--- src/rtl/relu_stream_layer.sv ---
// Two-stage valid/ready activation stage: per-beat ReLU, leaky ReLU or clipped ReLU across
// CHANNELS packed signed values, with saturating counters of zeroed and clipped channels.
module relu_stream_layer #(
  parameter int unsigned I_WIDTH    = 8,
  parameter int unsigned CHANNELS   = 3,
  parameter int unsigned LEAK_SHIFT = 3,
  parameter int unsigned CLIP_MAX   = 127,
  parameter int unsigned STAT_WIDTH = 16
) (
  input  logic                          clk,
  input  logic                          reset,
  input  logic [1:0]                    mode,
  input  logic                          in_valid,
  output logic                          in_ready,
  input  logic [I_WIDTH*CHANNELS-1:0]   input_data,
  output logic                          out_valid,
  input  logic                          out_ready,
  output logic [I_WIDTH*CHANNELS-1:0]   output_data,
  input  logic                          stat_clear,
  output logic [STAT_WIDTH-1:0]         zero_count,
  output logic [STAT_WIDTH-1:0]         clip_count
);

  localparam int unsigned DW  = I_WIDTH * CHANNELS;
  localparam int unsigned CW  = $clog2(CHANNELS + 1);
  localparam int unsigned SW1 = STAT_WIDTH + 1;
  localparam logic [1:0]  MODE_LEAKY = 2'd1;
  localparam logic [1:0]  MODE_CLIP  = 2'd2;
  localparam logic signed [I_WIDTH-1:0] CLIP_V = I_WIDTH'(CLIP_MAX);

  logic                  s1_valid_q, s1_valid_d;
  logic [DW-1:0]         s1_data_q,  s1_data_d;
  logic [1:0]            s1_mode_q,  s1_mode_d;
  logic                  s2_valid_q, s2_valid_d;
  logic [DW-1:0]         s2_data_q,  s2_data_d;
  logic [STAT_WIDTH-1:0] zero_q,     zero_d;
  logic [STAT_WIDTH-1:0] clip_q,     clip_d;

  logic                  adv1_c, adv2_c, accept_c, move_c;
  logic [DW-1:0]         act_c;
  logic [CW-1:0]         zero_inc_c, clip_inc_c;
  logic [SW1-1:0]        zero_sum_c, clip_sum_c;

  // A stage may load when it is empty or its contents move on this edge.
  assign adv2_c   = !s2_valid_q | out_ready;
  assign adv1_c   = !s1_valid_q | adv2_c;
  assign in_ready = adv1_c & !reset;
  assign accept_c = in_valid & in_ready;
  assign move_c   = s1_valid_q & adv2_c;

  assign out_valid   = s2_valid_q;
  assign output_data = s2_data_q;
  assign zero_count  = zero_q;
  assign clip_count  = clip_q;

  // Per-channel activation of the S1 beat plus its statistics contribution.
  always_comb begin
    act_c      = '0;
    zero_inc_c = '0;
    clip_inc_c = '0;
    for (int c = 0; c < int'(CHANNELS); c++) begin
      logic signed [I_WIDTH-1:0] x;
      logic signed [I_WIDTH-1:0] y;
      x = s1_data_q[c*I_WIDTH +: I_WIDTH];
      y = x;
      if (x[I_WIDTH-1]) begin
        if (s1_mode_q == MODE_LEAKY) begin
          y = x >>> LEAK_SHIFT;
        end else begin
          y          = '0;
          zero_inc_c = zero_inc_c + CW'(1);
        end
      end else if ((s1_mode_q == MODE_CLIP) && (x > CLIP_V)) begin
        y          = CLIP_V;
        clip_inc_c = clip_inc_c + CW'(1);
      end
      act_c[c*I_WIDTH +: I_WIDTH] = y;
    end
  end

  // Pipeline advance and saturating counters; clear beats a same-edge increment.
  always_comb begin
    s1_valid_d = s1_valid_q;
    s1_data_d  = s1_data_q;
    s1_mode_d  = s1_mode_q;
    s2_valid_d = s2_valid_q;
    s2_data_d  = s2_data_q;
    zero_d     = zero_q;
    clip_d     = clip_q;
    zero_sum_c = SW1'(zero_q) + SW1'(zero_inc_c);
    clip_sum_c = SW1'(clip_q) + SW1'(clip_inc_c);

    if (adv1_c) s1_valid_d = accept_c;
    if (accept_c) begin
      s1_data_d = input_data;
      s1_mode_d = mode;
    end
    if (adv2_c) s2_valid_d = s1_valid_q;
    if (move_c) s2_data_d = act_c;

    if (stat_clear) begin
      zero_d = '0;
      clip_d = '0;
    end else if (move_c) begin
      zero_d = zero_sum_c[STAT_WIDTH] ? '1 : zero_sum_c[STAT_WIDTH-1:0];
      clip_d = clip_sum_c[STAT_WIDTH] ? '1 : clip_sum_c[STAT_WIDTH-1:0];
    end
  end

  always_ff @(posedge clk) begin
    if (reset) begin
      s1_valid_q <= 1'b0;
      s1_data_q  <= '0;
      s1_mode_q  <= '0;
      s2_valid_q <= 1'b0;
      s2_data_q  <= '0;
      zero_q     <= '0;
      clip_q     <= '0;
    end else begin
      s1_valid_q <= s1_valid_d;
      s1_data_q  <= s1_data_d;
      s1_mode_q  <= s1_mode_d;
      s2_valid_q <= s2_valid_d;
      s2_data_q  <= s2_data_d;
      zero_q     <= zero_d;
      clip_q     <= clip_d;
    end
  end

endmodule

--- config.mk ---
export PLATFORM = sky130hd
export DESIGN_NAME = relu_stream_layer
export DESIGN_NICKNAME = d
export VERILOG_FILES = /design/src/rtl/relu_stream_layer.sv
export SDC_FILE = /design/constraint.sdc
export NUM_CORES = 1
export LEC_CHECK = 0
export CORE_MARGIN = 5
export CORE_UTILIZATION = 35
export CTS_CLUSTER_SIZE = 28
export DETAILED_ROUTE_END_ITERATION = 12
export SYNTH_ARGS = -nofsm -noshare
export SYNTH_HDL_FRONTEND = slang
export SYNTH_SLANG_ARGS = --single-unit
--- constraint.sdc ---
create_clock -name clk -period 4.7 [get_ports clk]
set_input_delay 0.94 -clock clk [delete_from_list [all_inputs] [get_ports clk]]
set_output_delay 0.94 -clock clk [all_outputs]
set_load 0.02 [all_outputs]
== Word-level counts from Yosys, hierarchy flattened ==
Cells that the tools add are included.
Widths: inputs -> output; s select.
Word-level totals
  register bits: 84
  input port bits: 31
  output and inout port bits: 58
  logic and storage cells: 53
Cells by class
  reductions and logical operators: 7
  magnitude comparators: 3
  $add $sub $neg: 6
  bitwise gates (word level): 5
  mux-type cells: 23
  equal/unequal tests: 2
Operator list (count)
  $mux 8: 6
  $add 16x2->17: 2
  $mux 16: 2
  $gt 8x8->1 const B: 3
  $mux 7: 3
  $mux 2: 10
  $add 2x1->2 const B: 4
  $and 1x1->1: 3
  $logic_and 1x1->1: 3
  $logic_not 1->1: 3
  $eq 2x1->1 const B: 1
  $eq 2x2->1 const B: 1
  $mux 1: 2
  $or 1x1->1: 2
  $reduce_or 2->1: 1

== Depth between registers and ports, before layout ==
  depth in word-level cells: 12
  gate-level depth with buffers: 9

== Least setup slack after synthesis ==
No wires, ideal clock.
  kind: input to output
  from: input port out_ready
  to: output port in_ready
  stages: 3
  arrival: 1502 ps
  required time: 3760 ps
  slack: 2258 ps
  buffers on the path: 1
  cell sequence: nor2b_1 -> buf_6 -> a21oi_1
On the way
  cells in the longest elaborated chain, start to end: 3
RTL lines
  start: declaration: line 17  | input logic out_ready,
  $or 1x1->1: line 45  | assign adv2_c = !s2_valid_q | out_ready;
  $or 1x1->1: line 46  | assign adv1_c = !s1_valid_q | adv2_c;
  $and 1x1->1: line 47  | assign in_ready = adv1_c & !reset;
  end: declaration: line 14  | output logic in_ready,
No other way between the ends.

== Worst setup path in the final report ==
Ends and elaborated chain as after synthesis.

==> impl_metrics.py <==
metrics = {
    "layout": {
        "final_cell_count_no_fill": 630,
        "final_net_count": 528,
        "multi_input_area_um2": 1814,
        "ff_latch_area_um2": 1682,
        "area_delta_synth_final_pct": 30.82,
        "postLayoutCoreUtil_pct": 46.56,
        "diodes": 0,
        "drive_gt1_share_pct": 5.466,
        "fillers": 1009,
        "finalInstanceArea_um2": 4763,
    },
    "placed_design": {
        "dp_slack_ns": 1.003,
        "place_hpwl_mm": 6.003,
        "placed_cells": 615,
        "io_buffers": 88,
        "place_area_um2": 4572,
        "gp_congestion": 0.7316,
    },
    "power": {
        "p_sw_mw": 0.3569,
        "comb_power_share_pct": 11.4,
        "p_total_mw": 1.433,
        "pwr_density_cell_nw_per_um2": 300.9,
        "pwr-share-clk_pct": 35.4,
        "p_sw_share_pct": 24.90,
        "p_leak_nw": 1.626,
        "internal-power_mw": 1.076,
        "pwr-share-seq_pct": 53.1,
        "irDropWorstVdd_uv": 170.4,
    },
    "cts": {
        "tritoncts": "done",
        "path_clk_slew_ns": 0.08,
        "htree_levels": 3,
        "max-clock-path-buffers": 2,
        "cts-root-buf": "clkbuf_8",
        "clk_latency_ns": 0.35,
        "clock_sinks": 84,
        "post_cts_buffers": 0,
        "cts_buffers": 9,
        "cts_resized": 0,
        "hold_buffers": 0,
    },
    "global_routing": {
        "grt_pass1_wl_mm": 14.68,
        "grt_pass1_vias": 3072,
        "antenna_found_initial": 0,
        "overflow": 0,
        "grt_max_degree": 54,
        "grt_usage_pct": 13.95,
    },
    "floorplan": {
        "die_h_um": 112.0,
        "core_um2": 10230,
        "rows": 37,
        "io_pins": 89,
        "start_util_pct": 35.59,
        "die_w_um": 112.0,
        "die_area_um2": 12540,
    },
    "logic_synthesis": {
        "synth-seq-area-share_pct": 46.19,
        "ys_top_cells_by_count": "dfxtp_1 (84), nand2_1 (52), a21oi_1 (40), nor2_1 (30), nand2b_1 (25)",
        "async_reset_ff_share_pct": 0,
        "synth_edf_count": 0,
        "yosysWarnings": 0,
        "synth_top_cells_by_area": "dfxtp_1 (46%), a21oi_1 (5.5%), nand2_1 (5.4%), nand2b_1 (4.3%), o21ai_0 (3.3%)",
        "synthFlopType": "dfxtp_1",
        "synth_most_common_cell": "dfxtp_1",
        "yosys.area.top_type_share_pct": 46.19,
        "synth_cell_types": 43,
        "avgSynthCellArea_um2": 8.731,
        "netlist_area_um2": 3641,
        "synth_top_area_cell": "dfxtp_1",
        "syn_inst": 417,
        "ys_ff_latch": 84,
    },
    "sta": {
        "finalHoldViolCount": 0,
        "holdWs_ns": 0.4638,
        "slew_violations": 0,
        "setup_slack_ns": 0.9919,
        "skew_ns": 0.009634,
        "period_share_pct": 78.90,
        "finalSetupTns_ns": 0,
        "tightestPinTransition_ns": 0.8294,
        "period_needed_ns": 3.708,
        "fmax_mhz": 269.7,
        "setup_viol": 0,
        "slew_headroom_pct": 44.71,
        "rsz0062_at_grt": "false",
    },
    "setup_path": {
        "cp_max_fo": 7,
        "ff2ff_setup_slack_ns": 2.40,
        "crit_type": "in -> out",
        "worst_ep_required_time_ns": 3.76,
        "cp.arrival_ns": 2.77,
        "cp-end-kind": "output pin",
        "crit_path_start_kind": "input pin",
    },
    "job": {
        "drv_cap": 0,
    },
    "drt": {
        "routed_via_density": 4.971,
        "drt_wl_total_mm": 8.771,
        "antenna_left": 0,
        "drc": 0,
        "drtIter0Drc": 129,
        "vias": 3132,
        "firstDrtPassIters": 4,
        "wl_per_cell_um": 13.92,
    },
    "hold_path": {
        "hold_class": "reg -> reg",
    },
    "outcome": {
        "status": "finished clean",
    },
}
[per-layer routing]
layer,global-route usage [%],vias to the layer above,wire [um]
li1,-,1594,-
met3,4.239,10,522
met2,22.78,81,4050
met1,17.94,1447,4095
met4,3.846,0,103
met5,0,-,0
[flip-flops by register name (all words and copies together) (netlist names)]
name	cells
out_valid	1
zero_count	16
s1_valid_q	1
output_data	24
s1_data_q	24
s1_mode_q	2
clip_count	16
[critical path, stage by stage]
cell             delay (ns)
clkdlybuf4s50_1        0.42
nor2b_1                0.63
a21oi_1                0.20
clkdlybuf4s50_1        0.58
[cells in the final DEF, fill, tap and decap left out, drive strengths merged, types with 6 or more instances in the layout]
| cell | netlist | final |
|---|---|---|
| nand2b | 25 | 25 |
| dfxtp | 84 | 84 |
| nand2 | 52 | 52 |
| nand4 | 7 | 7 |
| and3 | 7 | 7 |
| xnor2 | 10 | 10 |
| nor3 | 16 | 16 |
| and2 | 7 | 7 |
| o21ai | 24 | 24 |
| nor2 | 30 | 30 |
| clkdlybuf4s50 | 0 | 87 |
| xor2 | 13 | 13 |
| clkbuf | 15 | 11 |
| a211oi | 10 | 10 |
| a21oi | 40 | 40 |
| nand3 | 9 | 9 |
| a221oi | 12 | 12 |
| nor2b | 6 | 6 |
[power by group through the flow]
stage | clock [mW] | sequential, mW | combinational (mW)
6_report | 0.508 | 0.762 | 0.164
5_1_grt | 0.552 | 0.766 | 0.183
4_1_cts | 0.528 | 0.762 | 0.167
3_5_place_dp | 0 | 0.779 | 0.166
3_3_place_gp | 0 | 0.778 | 0.164
2_1_floorplan | 0 | 0.791 | 0.0802
[layout make-up]
class,instances,share of cell area (%)
Clock inverter,4,1.051
Multi-Input combinational cell,301,38.09
Sequential cell,84,35.30
Timing Repair Buffer,90,18.70
Clock buffer,11,2.968
Tap cell,136,3.572
Inverter,4,0.3152
[cell families (layout without fill, tap and decap cells)]
| logic type | after synthesis | after routing | share of synthesized area [%] |
|---|---|---|---|
| multiplexers | 1 | 1 | 0.2749 |
| XOR/XNOR | 23 | 23 | 5.533 |
| flip-flops | 84 | 84 | 46.19 |
| AND/OR/NAND/NOR | 170 | 170 | 24.81 |
| other | 1 | 2 | 0.1030 |
| buffers and inverters | 33 | 109 | 4.123 |
| adder cells (fa/ha/maj) | 7 | 7 | 2.818 |
| AO/OA/AOI/OAI | 98 | 98 | 16.15 |
[final timing paths]
check / depth (start not counted) / to / from
worst max-delay path: 4 / in_ready / out_ready
worst min-delay path: 2 / output_data[7] / output_data[7]
worst max register to register: 8 / zero_count[1] / s1_data_q[23]
worst min register to register: 2 / output_data[7] / output_data[7]
Note: power is estimated with default switching activity, not from simulation.
